==> config.mk <==
export PLATFORM = sky130hd
export DESIGN_NAME = framebuffer_writer
export DESIGN_NICKNAME = d
export VERILOG_FILES = /design/src/rtl/fb_pkg.sv /design/src/rtl/framebuffer_writer.sv
export SDC_FILE = /design/constraint.sdc
export NUM_CORES = 1
export LEC_CHECK = 0
export ABC_AREA = 1
export BUFFER_PORTS_ARGS = -buffer_cell sky130_fd_sc_hd__clkbuf_2
export CAP_MARGIN = 20
export CORE_ASPECT_RATIO = 1.75
export CORE_MARGIN = 3
export CORE_UTILIZATION = 60
export CTS_CLUSTER_DIAMETER = 50
export DETAILED_ROUTE_END_ITERATION = 8
export PLACE_DENSITY = 0.83
export SYNTH_ARGS = -nofsm -noshare
export SYNTH_HDL_FRONTEND = slang
export SYNTH_SLANG_ARGS = --single-unit
==> constraint.sdc <==
create_clock -name clk -period 2.2 [get_ports clk]
set_input_delay 0.33 -clock clk [delete_from_list [all_inputs] [get_ports clk]]
set_output_delay 0.33 -clock clk [all_outputs]
set_load 0.01 [all_outputs]
==> src/rtl/fb_pkg.sv <==
// -----------------------------------------------------------------------------
// fb_pkg
// Shared definitions for the framebuffer writer: the writer FSM state encoding
// and the default geometry (RAM address width, symbol width, input byte width).
// -----------------------------------------------------------------------------
package fb_pkg;

    localparam int FB_ADDR_WIDTH = 12;
    localparam int FB_SYM_WIDTH  = 2;
    localparam int FB_BYTE_WIDTH = 8;

    typedef enum logic {
        ST_IDLE  = 1'b0,
        ST_WRITE = 1'b1
    } fb_state_e;

endpackage

==> src/rtl/framebuffer_writer.sv <==
// -----------------------------------------------------------------------------
// framebuffer_writer
// Accepts pixel bytes and writes them, MSB symbol first, into a narrow RAM
// port A (one symbol per cycle, one address per symbol). Addresses advance
// linearly and wrap at the end of the frame, where frame_done pulses once.
//
// Ports
//   clk               single clock, rising edge
//   reset             synchronous, active-high
//   byte_data/valid   incoming byte, accepted when byte_valid && byte_ready
//   byte_ready        high only while idle
//   frame_start       one-cycle pulse: next write goes to address 0
//   ram_a_*           registered RAM port-A address / data / write / clock enable
//   frame_done        one-cycle pulse after the write to the last address
//   frame_checksum    (only with FB_WRITER_CHECKSUM_EN) XOR of the frame's bytes,
//                     updated in the frame_done cycle
//
// Build option: define FB_WRITER_CHECKSUM_EN to add the frame_checksum output
// and its accumulator; without it neither exists.
// -----------------------------------------------------------------------------
module framebuffer_writer
    import fb_pkg::*;
#(
    parameter int ADDR_WIDTH = FB_ADDR_WIDTH,
    parameter int SYM_WIDTH  = FB_SYM_WIDTH,
    parameter int BYTE_WIDTH = FB_BYTE_WIDTH
) (
    input  logic                  clk,
    input  logic                  reset,
    input  logic [BYTE_WIDTH-1:0] byte_data,
    input  logic                  byte_valid,
    output logic                  byte_ready,
    input  logic                  frame_start,
    output logic [ADDR_WIDTH-1:0] ram_a_address,
    output logic [SYM_WIDTH-1:0]  ram_a_data_in,
    output logic                  ram_a_wr,
    output logic                  ram_a_clk_enable,
`ifdef FB_WRITER_CHECKSUM_EN
    output logic                  frame_done,
    output logic [BYTE_WIDTH-1:0] frame_checksum
`else
    output logic                  frame_done
`endif
);

    localparam int SYM_CNT = BYTE_WIDTH / SYM_WIDTH;
    localparam int IDX_W   = (SYM_CNT > 1) ? $clog2(SYM_CNT) : 1;
    localparam logic [IDX_W-1:0] LAST_IDX = IDX_W'(SYM_CNT - 1);

    fb_state_e             state_q, state_d;
    logic [IDX_W-1:0]      sym_q, sym_d;
    logic [BYTE_WIDTH-1:0] byte_q, byte_d;
    logic [ADDR_WIDTH-1:0] addr_q, addr_d;
    logic [ADDR_WIDTH-1:0] next_addr_q, next_addr_d;  // address of the next byte's first write
    logic [SYM_WIDTH-1:0]  data_q, data_d;
    logic                  wr_q, wr_d;
    logic                  ready_q, ready_d;
    logic                  ce_q, ce_d;
    logic                  done_q, done_d;
    logic                  pending_q, pending_d;    // frame_start seen mid-byte
    logic                  accept;
    logic                  wrap;

    // Symbol k of a byte, counted from the MSB end.
    function automatic logic [SYM_WIDTH-1:0] sym_of(input logic [BYTE_WIDTH-1:0] b,
                                                    input logic [IDX_W-1:0]      idx);
        logic [BYTE_WIDTH-1:0] sh;
        int                    shamt;
        shamt = int'(idx) * SYM_WIDTH;
        sh    = b << shamt;
        return sh[BYTE_WIDTH-1 -: SYM_WIDTH];
    endfunction

    assign accept = (state_q == ST_IDLE) && byte_valid && ready_q;
    assign wrap   = wr_q && (addr_q == {ADDR_WIDTH{1'b1}});

    always_comb begin
        state_d     = state_q;
        sym_d       = sym_q;
        byte_d      = byte_q;
        addr_d      = addr_q;
        next_addr_d = next_addr_q;
        data_d      = data_q;
        wr_d        = wr_q;
        ready_d     = ready_q;
        pending_d   = pending_q;
        ce_d        = 1'b1;
        done_d      = wrap;

        unique case (state_q)
            ST_IDLE: begin
                ready_d = 1'b1;
                if (frame_start) begin
                    next_addr_d = '0;
                    pending_d   = 1'b0;
                end
                if (accept) begin
                    byte_d  = byte_data;
                    state_d = ST_WRITE;
                    ready_d = 1'b0;
                    wr_d    = 1'b1;
                    sym_d   = '0;
                    data_d  = sym_of(byte_data, '0);
                    addr_d  = frame_start ? '0 : next_addr_q;
                end
            end
            ST_WRITE: begin
                if (frame_start) begin
                    pending_d = 1'b1;
                end
                if (sym_q == LAST_IDX) begin
                    // Byte finished: a restart requested during it takes effect now.
                    state_d     = ST_IDLE;
                    wr_d        = 1'b0;
                    ready_d     = 1'b1;
                    next_addr_d = (pending_q || frame_start) ? '0 : addr_q + 1'b1;
                    pending_d   = 1'b0;
                end else begin
                    sym_d  = sym_q + 1'b1;
                    addr_d = addr_q + 1'b1;
                    data_d = sym_of(byte_q, sym_q + 1'b1);
                end
            end
            default: state_d = ST_IDLE;
        endcase
    end

    always_ff @(posedge clk) begin
        if (reset) begin
            state_q     <= ST_IDLE;
            sym_q       <= '0;
            addr_q      <= '0;
            next_addr_q <= '0;
            data_q      <= '0;
            wr_q        <= 1'b0;
            ready_q     <= 1'b0;
            ce_q        <= 1'b0;
            done_q      <= 1'b0;
            pending_q   <= 1'b0;
        end else begin
            state_q     <= state_d;
            sym_q       <= sym_d;
            addr_q      <= addr_d;
            next_addr_q <= next_addr_d;
            data_q      <= data_d;
            wr_q        <= wr_d;
            ready_q     <= ready_d;
            ce_q        <= ce_d;
            done_q      <= done_d;
            pending_q   <= pending_d;
        end
    end

    // Latched byte only matters while writing, so it needs no reset.
    always_ff @(posedge clk) begin
        byte_q <= byte_d;
    end

    assign byte_ready       = ready_q;
    assign ram_a_address    = addr_q;
    assign ram_a_data_in    = data_q;
    assign ram_a_wr         = wr_q;
    assign ram_a_clk_enable = ce_q;
    assign frame_done       = done_q;

`ifdef FB_WRITER_CHECKSUM_EN
    logic [BYTE_WIDTH-1:0] acc_q, acc_d;
    logic [BYTE_WIDTH-1:0] sum_q, sum_d;
    logic [BYTE_WIDTH-1:0] acc_base;

    // A wrap or restart begins a new frame; a byte accepted in that same
    // cycle is the first byte of the new frame.
    always_comb begin
        acc_base = (wrap || frame_start) ? '0 : acc_q;
        acc_d    = accept ? (acc_base ^ byte_data) : acc_base;
        sum_d    = wrap ? acc_q : sum_q;
    end

    always_ff @(posedge clk) begin
        if (reset) begin
            acc_q <= '0;
            sum_q <= '0;
        end else begin
            acc_q <= acc_d;
            sum_q <= sum_d;
        end
    end

    assign frame_checksum = sum_q;
`endif

endmodule

==> impl_metrics.yaml, run 1 <==
clock_tree:
  cts_tree: "done"
  postCtsSetupRepairBufs: 0
  postCtsHoldBufs: 0
  cts_resized: 0
  clock_sinks: 42
  cts-root-buf: "clkbuf_8"
  clk_latency_ns: 0.30
  cts_max_level: 2
  clk_pin_slew_ns: 0.08
  clock_path_buffers: 2
  cts_made_buffers: 5
synthesis:
  yosys_most_used_dff: "dfxtp_1"
  synth_top_area_share_pct: 33.5
  syn-num-nets: 277
  synth_compound_area_share_pct: 17.9
  synthAdderAreaFrac_pct: 1.23
  seq_area_frac_synth_pct: 45.3
  synth_cell_types: 32
  yosys.area.top_type: "dfxtp_1"
  yosysMostFrequentCell: "nand2_1"
  synth_edf_count: 8
  synth_simple_gate_area_share_pct: 25.1
  synth_seq_cells: 42
  yosys_warnings: 0
  synthTopCellsByArea: "dfxtp_1, edfxtp_1, nand2_1, o21ai_0, nand3_1"
  async_reset_ff_share_pct: 0
  syn_inst: 263
  syn_avg_cell_area_um2: 7.73
  synth-xor-area-share_pct: 0.431
  syn_area_mm2: 0.00203
  synthMuxAreaShare_pct: 0
  synth_common_cells: "nand2_1, dfxtp_1, o21ai_0, inv_1, nand3_1"
  synth_top_family_by_area: "simple AND/OR/NAND/NOR gates"
detailed_routing:
  route.detailed.drc: 0
  drt_iter0_markers: 63
  avgViaCountPerCell: 5.64
  final_antenna_net_count: 0
  vias: 1879
  routed_wl_mm: 4.54
  avgRoutedWirePerCell_um: 13.6
  drt_first_pass_iters: 4
layout:
  fillers: 276
  regArea_um2: 921
  diodes: 0
  multi_input_area_um2: 907
  layout-drive-gt1-share_pct: 20.0
  final_nets: 303
  area_growth_pct: 12.3
grt:
  grt_start_max_net_pins: 25
  overflow: 0
  antenna_found_initial: 0
  grtUsageTotal_pct: 24.1
  grt_pass1_vias: 1847
  grt_pass1_wl_mm: 7.94
floorplanning:
  start_util_pct: 63.3
  fp.coreArea_mm2: 0.00321
  io_pins: 30
  dieHeight_um: 83.0
  die-area_mm2: 0.00415
  die_w_um: 50.0
  num_rows: 27
placed_design:
  place_congestion: 0.857
  hpwl_mm: 3.32
  portBuffers: 29
  dp_worst_setup_slack_ns: 0.607
worst_hold_path:
  hp-class: "in2reg"
  whs_path_depth: 1
setup_path:
  crit_type: "reg2reg"
  crit_start: "sym_q[0]$_SDFFE_PP0P_"
  crit_end: "ram_a_data_in[1]$_SDFFE_PP0P_"
  worstSetupEndpointType: "flip-flop"
  worst_ep_arrival_time_ns: 1.86
  path_max_fanout: 22
  timing.rr.end: "ram_a_data_in[1]$_SDFFE_PP0P_"
  reg2reg_slack_ns: 0.57
  cp-start-kind: "flip-flop"
  required_ns: 2.43
  worst_r2r_path_depth: 8
  r2r_start: "sym_q[0]$_SDFFE_PP0P_"
power:
  p_sw_mw: 0.486
  power.internal_mw: 1.27
  swShare_pct: 27.6
  leakagePower_nw: 0.985
  comb_power_share_pct: 15.5
  peakVddDrop_mv: 0.763
  pwr-share-clk_pct: 34.2
  p_per_area_mw_per_mm2: 771
  seq_power_share_pct: 50.3
timing:
  fin_crit_ns: 1.63
  maxSlewViolCount: 0
  slew_headroom_pct: 57.6
  worst_pin_slew_ns: 0.635
  timing.final.crit_share_pct: 74.2
  skew_ns: 0.00608
  setup_tns_ns: 0
  grt_setup_unrepaired: "false"
  setup_slack_ns: 0.567
  setup_viol: 0
  hold_viol: 0
  max_freq_mhz: 612
run:
  cap_violations: 0
run_status:
  status: "finished, final reports clean"
==> registers in the layout, summed over array words and instances (netlist names) <==
| register | flops |
|---|---|
| pending_q | 1 |
| frame_done | 1 |
| ram_a_clk_enable | 1 |
| next_addr_q | 12 |
| ram_a_address | 12 |
| byte_q | 8 |
| ram_a_wr | 1 |
| byte_ready | 1 |
| ram_a_data_in | 2 |
| sym_q | 2 |
| state_q | 1 |
==> area by class of cell <==
cell class / instances / share of cell area (%)
Clock buffer: 6 / 3.18
Clock inverter: 2 / 1.64
Inverter: 32 / 5.37
Multi-Input combinational cell: 176 / 39.7
Sequential cell: 42 / 40.4
Tap cell: 43 / 2.36
Timing Repair Buffer: 32 / 7.35
==> stage by stage <==
step                      cell area, um^2  std cells  utilization [%]  hold WS (ns)  total power [mW]
final                                2280        333             71.1         0.206              1.76
after global routing                 2280        333             71.1         0.194              1.85
after CTS                            2280        333             71.1         0.203              1.77
after detailed placement             2170        325             67.7         0.472              1.17
after global placement               2170        325             67.7         0.447              1.17
after floorplan                      2030        263                -         0.399              1.10
==> cell families after synthesis <==
group | after synthesis
AND/OR/NAND/NOR | 108
AO/OA/AOI/OAI | 65
buffers and inverters | 45
flip-flops | 42
adder cells (fa/ha/maj) | 2
XOR/XNOR | 1
==> how the worst min path moves through the flow <==
stage                                              from                       endpoint
after floorplan                                   reset        byte_ready$_SDFFE_PP0N_
after global placement    ram_a_data_in[0]$_SDFFE_PP0P_  ram_a_data_in[0]$_SDFFE_PP0P_
after detailed placement  ram_a_data_in[1]$_SDFFE_PP0P_  ram_a_data_in[1]$_SDFFE_PP0P_
after CTS                                  byte_data[1]            byte_q[1]$_DFFE_PP_
after global routing                       byte_data[1]            byte_q[1]$_DFFE_PP_
final                                      byte_data[1]            byte_q[1]$_DFFE_PP_
==> metal layers <==
layer / track usage [%] / up-vias / share of wire (%)
met5: 0 / - / 0
met3: 5.75 / 19 / 4.6
met1: 25.8 / 874 / 37
met4: 10.8 / 0 / 3.3
met2: 42.9 / 56 / 55
li1: - / 930 / -
==> power groups by stage <==
stage | registers (mW) | logic (mW) | clock network, mW
floorplan | 0.903 | 0.193 | 0
global placement | 0.901 | 0.267 | 0
detailed placement | 0.902 | 0.272 | 0
CTS | 0.885 | 0.274 | 0.610
global route | 0.892 | 0.311 | 0.646
finish | 0.885 | 0.273 | 0.601
==> worst max-delay path: stages, from the launching register on <==
cell and delay (ns):
dfxtp_1 0.40, ha_1 0.23, inv_1 0.08, nand2_2 0.06, nand2_2 0.32, nand2_1 0.14, inv_2 0.11, o21ai_0 0.09
o21ai_1 0.14
==> layout by cell type (no fill, tap or decap), types with 2 or more instances in the layout <==
master	netlist	layout
a21oi_1	15	15
a21oi_2	2	2
a31oi_1	9	9
buf_4	1	3
clkbuf_2	0	29
clkbuf_8	0	5
dfxtp_1	34	34
edfxtp_1	8	8
ha_1	2	2
inv_1	29	29
inv_2	2	2
nand2_1	47	47
nand2_2	5	5
nand3_1	26	26
nand3_2	2	2
nand4_1	4	4
nor2_1	17	17
nor2_2	3	3
o21ai_0	30	30
o21ai_1	3	3
o21bai_1	2	2
(Power assumes the default switching activity.)
==> run 2, diff against run 1 <==
--- a/config.mk
+++ b/config.mk
@@ -10,10 +10,10 @@
 export CAP_MARGIN = 20
 export CORE_ASPECT_RATIO = 1.75
 export CORE_MARGIN = 3
-export CORE_UTILIZATION = 60
+export CORE_UTILIZATION = 50
 export CTS_CLUSTER_DIAMETER = 50
 export DETAILED_ROUTE_END_ITERATION = 8
-export PLACE_DENSITY = 0.83
+export PLACE_DENSITY = 0.74
 export SYNTH_ARGS = -nofsm -noshare
 export SYNTH_HDL_FRONTEND = slang
 export SYNTH_SLANG_ARGS = --single-unit
==> constraint.sdc (replaced) <==
create_clock -name clk -period 1.5 [get_ports clk]
set_input_delay 0.225 -clock clk [delete_from_list [all_inputs] [get_ports clk]]
set_output_delay 0.225 -clock clk [all_outputs]
set_load 0.01 [all_outputs]
==> impl_metrics.yaml, run 2 (synthesis results as in run 1) <==
detailed_routing:
  drt_first_pass_iters: 4
  vias: 1898
  routed_wl_mm: 4.85
  final_antenna_net_count: 0
  avgRoutedWirePerCell_um: 14.1
  route.detailed.drc: 0
  drt_iter0_markers: 70
  avgViaCountPerCell: 5.52
grt:
  grt_pass1_vias: 1808
  grt_pass1_wl_mm: 8.05
  overflow: 0
  grt_start_max_net_pins: 24
  grtUsageTotal_pct: 22.0
  antenna_found_initial: 0
layout:
  diodes: 0
  final_common_cell: "nand2_1"
  layout_common_cells: "nand2_1, dfxtp_1, o21ai_0"
  final_core_util_pct: 59.9
  fillers: 350
  area_growth_pct: 15.1
  final_nets: 310
  layout-drive-gt1-share_pct: 22.6
placed_design:
  place_congestion: 0.883
  portBuffers: 29
  dp_worst_setup_slack_ns: 0.0868
  hpwl_mm: 3.58
setup_path:
  path_max_fanout: 23
  worst_ep_arrival_time_ns: 1.56
  timing.rr.end: "sym_q[1]$_SDFFE_PP0P_"
  r2r_start: "sym_q[1]$_SDFFE_PP0P_"
  worstSetupEndpointType: "flip-flop"
  worst_r2r_path_depth: 6
  crit_type: "reg2reg"
  required_ns: 1.69
  reg2reg_slack_ns: 0.13
  cp-start-kind: "flip-flop"
floorplanning:
  die-area_mm2: 0.00489
  fp.coreArea_mm2: 0.00390
  start_util_pct: 52.1
  num_rows: 30
  dieHeight_um: 90.3
  die_w_um: 54.2
  io_pins: 30
clock_tree:
  clk_pin_slew_ns: 0.08
  postCtsHoldBufs: 0
  cts_max_level: 2
  postCtsSetupRepairBufs: 0
  clk_latency_ns: 0.29
  cts-root-buf: "clkbuf_8"
  cts_tree: "done"
  cts_made_buffers: 5
  clock_sinks: 42
  clock_path_buffers: 2
worst_hold_path:
  whs_path_depth: 1
  hp-start: "byte_data[1]"
  whs_endpoint: "byte_q[1]$_DFFE_PP_"
  hp-class: "in2reg"
timing:
  skew_ns: 0.00230
  timing.final.crit_share_pct: 91.2
  hold_viol: 0
  setup_tns_ns: 0
  setup_slack_ns: 0.132
  setup_viol: 0
  slew_headroom_pct: 77.4
  maxSlewViolCount: 0
  grt_setup_unrepaired: "false"
  max_freq_mhz: 731
  fin_crit_ns: 1.37
  timing.hold.ws_ns: 0.109
  worst_pin_slew_ns: 0.338
power:
  leakagePower_nw: 1.02
  p_per_area_mw_per_mm2: 1040
  peakVddDrop_mv: 0.613
run_status:
  status: "finished, final reports clean"
run:
  cap_violations: 0
## run 2: cell types whose count changed in the layout (fill, tap and decap cells not counted), moves of 2 or more
cell,delta
dfxtp_1,-2
clkinv_2,+2
dfxtp_2,+2
buf_4,+5
## run 2: how the worst max path moves through the flow
stage / startpoint / cells after the start / slack (ns) / to
finish: sym_q[1]$_SDFFE_PP0P_ / 6 / 0.13 / sym_q[1]$_SDFFE_PP0P_
global route: sym_q[1]$_SDFFE_PP0P_ / 7 / 0.01 / ram_a_data_in[1]$_SDFFE_PP0P_
CTS: ram_a_address[0]$_SDFFE_PP0P_ / 8 / 0.08 / ram_a_address[10]$_SDFFE_PP0P_
detailed placement: ram_a_address[1]$_SDFFE_PP0P_ / 8 / 0.09 / ram_a_address[10]$_SDFFE_PP0P_
global placement: sym_q[0]$_SDFFE_PP0P_ / 8 / 0.1 / ram_a_data_in[0]$_SDFFE_PP0P_
floorplan: ram_a_address[1]$_SDFFE_PP0P_ / 8 / 0.18 / ram_a_address[10]$_SDFFE_PP0P_
## run 2: per-stage QoR
step | total power [mW] | instances | cell area, um^2
after floorplan | 1.61 | 263 | 2030
after global placement | 1.75 | 337 | 2240
after detailed placement | 1.76 | 337 | 2240
after CTS | 2.44 | 344 | 2320
after global routing | 2.55 | 344 | 2340
final | 2.43 | 344 | 2340
## run 2: worst max-delay path, cell delays in order (launching register included)
cell	delay (ns)
dfxtp_1	0.35
ha_1	0.16
inv_1	0.06
nand2_2	0.09
buf_6	0.20
inv_1	0.13
a32o_1	0.27
## run 2: layer usage
metal	vias up	track usage, %	wire [um]
li1	949	-	-
met1	887	24.8	1830
met2	46	36.6	2630
met3	16	4.46	206
met4	0	11.9	183
met5	-	0	0
## run 2: power by group
group / switching, mW / internal [mW] / total [mW] / leakage, nW
Combinational: 0.280 / 0.168 / 0.449 / 0.623
Clock: 0.376 / 0.313 / 0.689 / 0.0438
Sequential: 0.0602 / 1.23 / 1.29 / 0.353
## run 2: final cells by class
type	instances	area (um^2)	area share, %
clock inverter	2	10.0	0.428
clock buffer	5	68.8	2.94
sequential	42	923	39.5
timing repair buffer	39	236	10.1
inverter	32	123	5.24
multi-input combinational	176	917	39.2
tap	48	60.1	2.57
## run 2: what timing repair did
item                                    in CTS  in global routing
gates resized for setup                      0                  5
hold endpoints to repair                     0                  0
endpoints found under the setup margin       0                  8
==> run 3, diff against run 2 <==
--- a/config.mk
+++ b/config.mk
@@ -14,6 +14,7 @@
 export CTS_CLUSTER_DIAMETER = 50
 export DETAILED_ROUTE_END_ITERATION = 8
 export PLACE_DENSITY = 0.74
+export RECOVER_POWER = 50
 export SYNTH_ARGS = -nofsm -noshare
 export SYNTH_HDL_FRONTEND = slang
 export SYNTH_SLANG_ARGS = --single-unit
==> impl_metrics.yaml, run 3 (synthesis results as in run 1) <==
timing:
  skew_ns: 0.00252
  grt_setup_unrepaired: "false"
  setup_slack_ns: 0.130
  maxSlewViolCount: 0
  hold_viol: 0
  timing.final.crit_share_pct: 91.3
  slew_headroom_pct: 71.8
  timing.hold.ws_ns: 0.108
  worst_pin_slew_ns: 0.423
  fin_crit_ns: 1.37
  max_freq_mhz: 730
  setup_tns_ns: 0
  setup_viol: 0
clock_tree:
  clk_pin_slew_ns: 0.08
  cts-root-buf: "clkbuf_8"
  clock_path_buffers: 2
  postCtsSetupRepairBufs: 0
  cts_tree: "done"
  cts_max_level: 2
  cts_made_buffers: 5
  clk_latency_ns: 0.29
  clock_sinks: 42
setup_path:
  crit_type: "reg2reg"
  cp-start-kind: "flip-flop"
  required_ns: 1.69
  worstSetupEndpointType: "flip-flop"
  r2r_start: "sym_q[1]$_SDFFE_PP0P_"
  path_max_fanout: 23
  crit_start: "sym_q[1]$_SDFFE_PP0P_"
  worst_ep_arrival_time_ns: 1.56
detailed_routing:
  final_antenna_net_count: 0
  vias: 1892
  drt_iter0_markers: 55
  avgRoutedWirePerCell_um: 14.2
  avgViaCountPerCell: 5.50
  drt_first_pass_iters: 4
  routed_wl_mm: 4.87
  route.detailed.drc: 0
floorplanning:
  die-area_mm2: 0.00489
  dieHeight_um: 90.3
  num_rows: 30
  die_w_um: 54.2
  io_pins: 30
  start_util_pct: 52.1
  fp.coreArea_mm2: 0.00390
layout:
  diodes: 0
  final_nets: 310
  layout_common_cells: "nand2_1, dfxtp_1, o21ai_0"
  layout-drive-gt1-share_pct: 16.2
  final_common_cell: "nand2_1"
  layout.cells.non_filler: 344
  fillers: 362
  area_growth_pct: 13.6
grt:
  antenna_found_initial: 0
  grt_pass1_wl_mm: 8.05
  grt_start_max_net_pins: 24
  grtUsageTotal_pct: 22.0
  overflow: 0
  grt_pass1_vias: 1808
power:
  seq_power_share_pct: 53.4
  peakVddDrop_mv: 0.614
  p_sw_mw: 0.718
  swShare_pct: 29.7
  power.internal_mw: 1.70
  p_total_mw: 2.42
  p_per_area_mw_per_mm2: 1050
  leakagePower_nw: 0.959
  pwr-share-clk_pct: 28.5
  comb_power_share_pct: 18.0
worst_hold_path:
  hp-class: "in2reg"
  hp-start: "byte_data[1]"
run_status:
  status: "finished, final reports clean"
placed_design:
  dp.cells: 337
  place_congestion: 0.883
  portBuffers: 29
  dp_worst_setup_slack_ns: 0.0868
  hpwl_mm: 3.58
run:
  cap_violations: 0
## run 3: area by class of cell
cell class,instances,area [um^2],area share [%]
clock buffers,5,68.8,2.98
repair buffers,39,211,9.16
flip-flops and latches,42,923,40.0
well taps,48,60.1,2.60
multi-input cells,176,912,39.5
inverters,32,123,5.31
clock inverters,2,10.0,0.434
## run 3: repair_timing
item | 4_1_cts | 5_1_grt
gates resized for setup | 0 | 5
endpoints found under the setup margin | 0 | 8
hold buffers | 0 | 0
## run 3: path summary, 6_finish.rpt
kind | end | slack (ns) | cells past startpoint
max | sym_q[1]$_SDFFE_PP0P_ | 0.13 | 6
min | byte_q[1]$_DFFE_PP_ | 0.11 | 1
max reg2reg | sym_q[1]$_SDFFE_PP0P_ | 0.13 | 6
min reg2reg | ram_a_data_in[0]$_SDFFE_PP0P_ | 0.47 | 2
## run 3: critical path: stages, from the launching register on
cell and delay, ns:
dfxtp_1 0.36, ha_1 0.16, inv_1 0.06, nand2_2 0.09, buf_6 0.20, inv_1 0.13
a32o_1 0.27
## run 3: per-stage QoR
stage	utilization, %	cell area [um^2]
2_1_floorplan	-	2030
3_3_place_gp	57.5	2240
3_5_place_dp	57.5	2240
4_1_cts	59.5	2320
5_1_grt	59.1	2310
6_report	59.1	2310
## run 3: power groups by stage
| stage | clock network, mW | registers (mW) | logic (mW) |
|---|---|---|---|
| floorplan | 0 | 1.32 | 0.283 |
| detailed placement | 0 | 1.32 | 0.442 |
| finish | 0.690 | 1.29 | 0.437 |
| global route | 0.741 | 1.30 | 0.491 |
| global placement | 0 | 1.32 | 0.438 |
| CTS | 0.699 | 1.29 | 0.445 |
## run 3: routing by layer
metal / GRT usage (%) / share of wire [%]
met5: 0 / 0
met4: 11.9 / 3.9
met3: 4.46 / 4.1
met2: 36.6 / 54
met1: 24.8 / 38
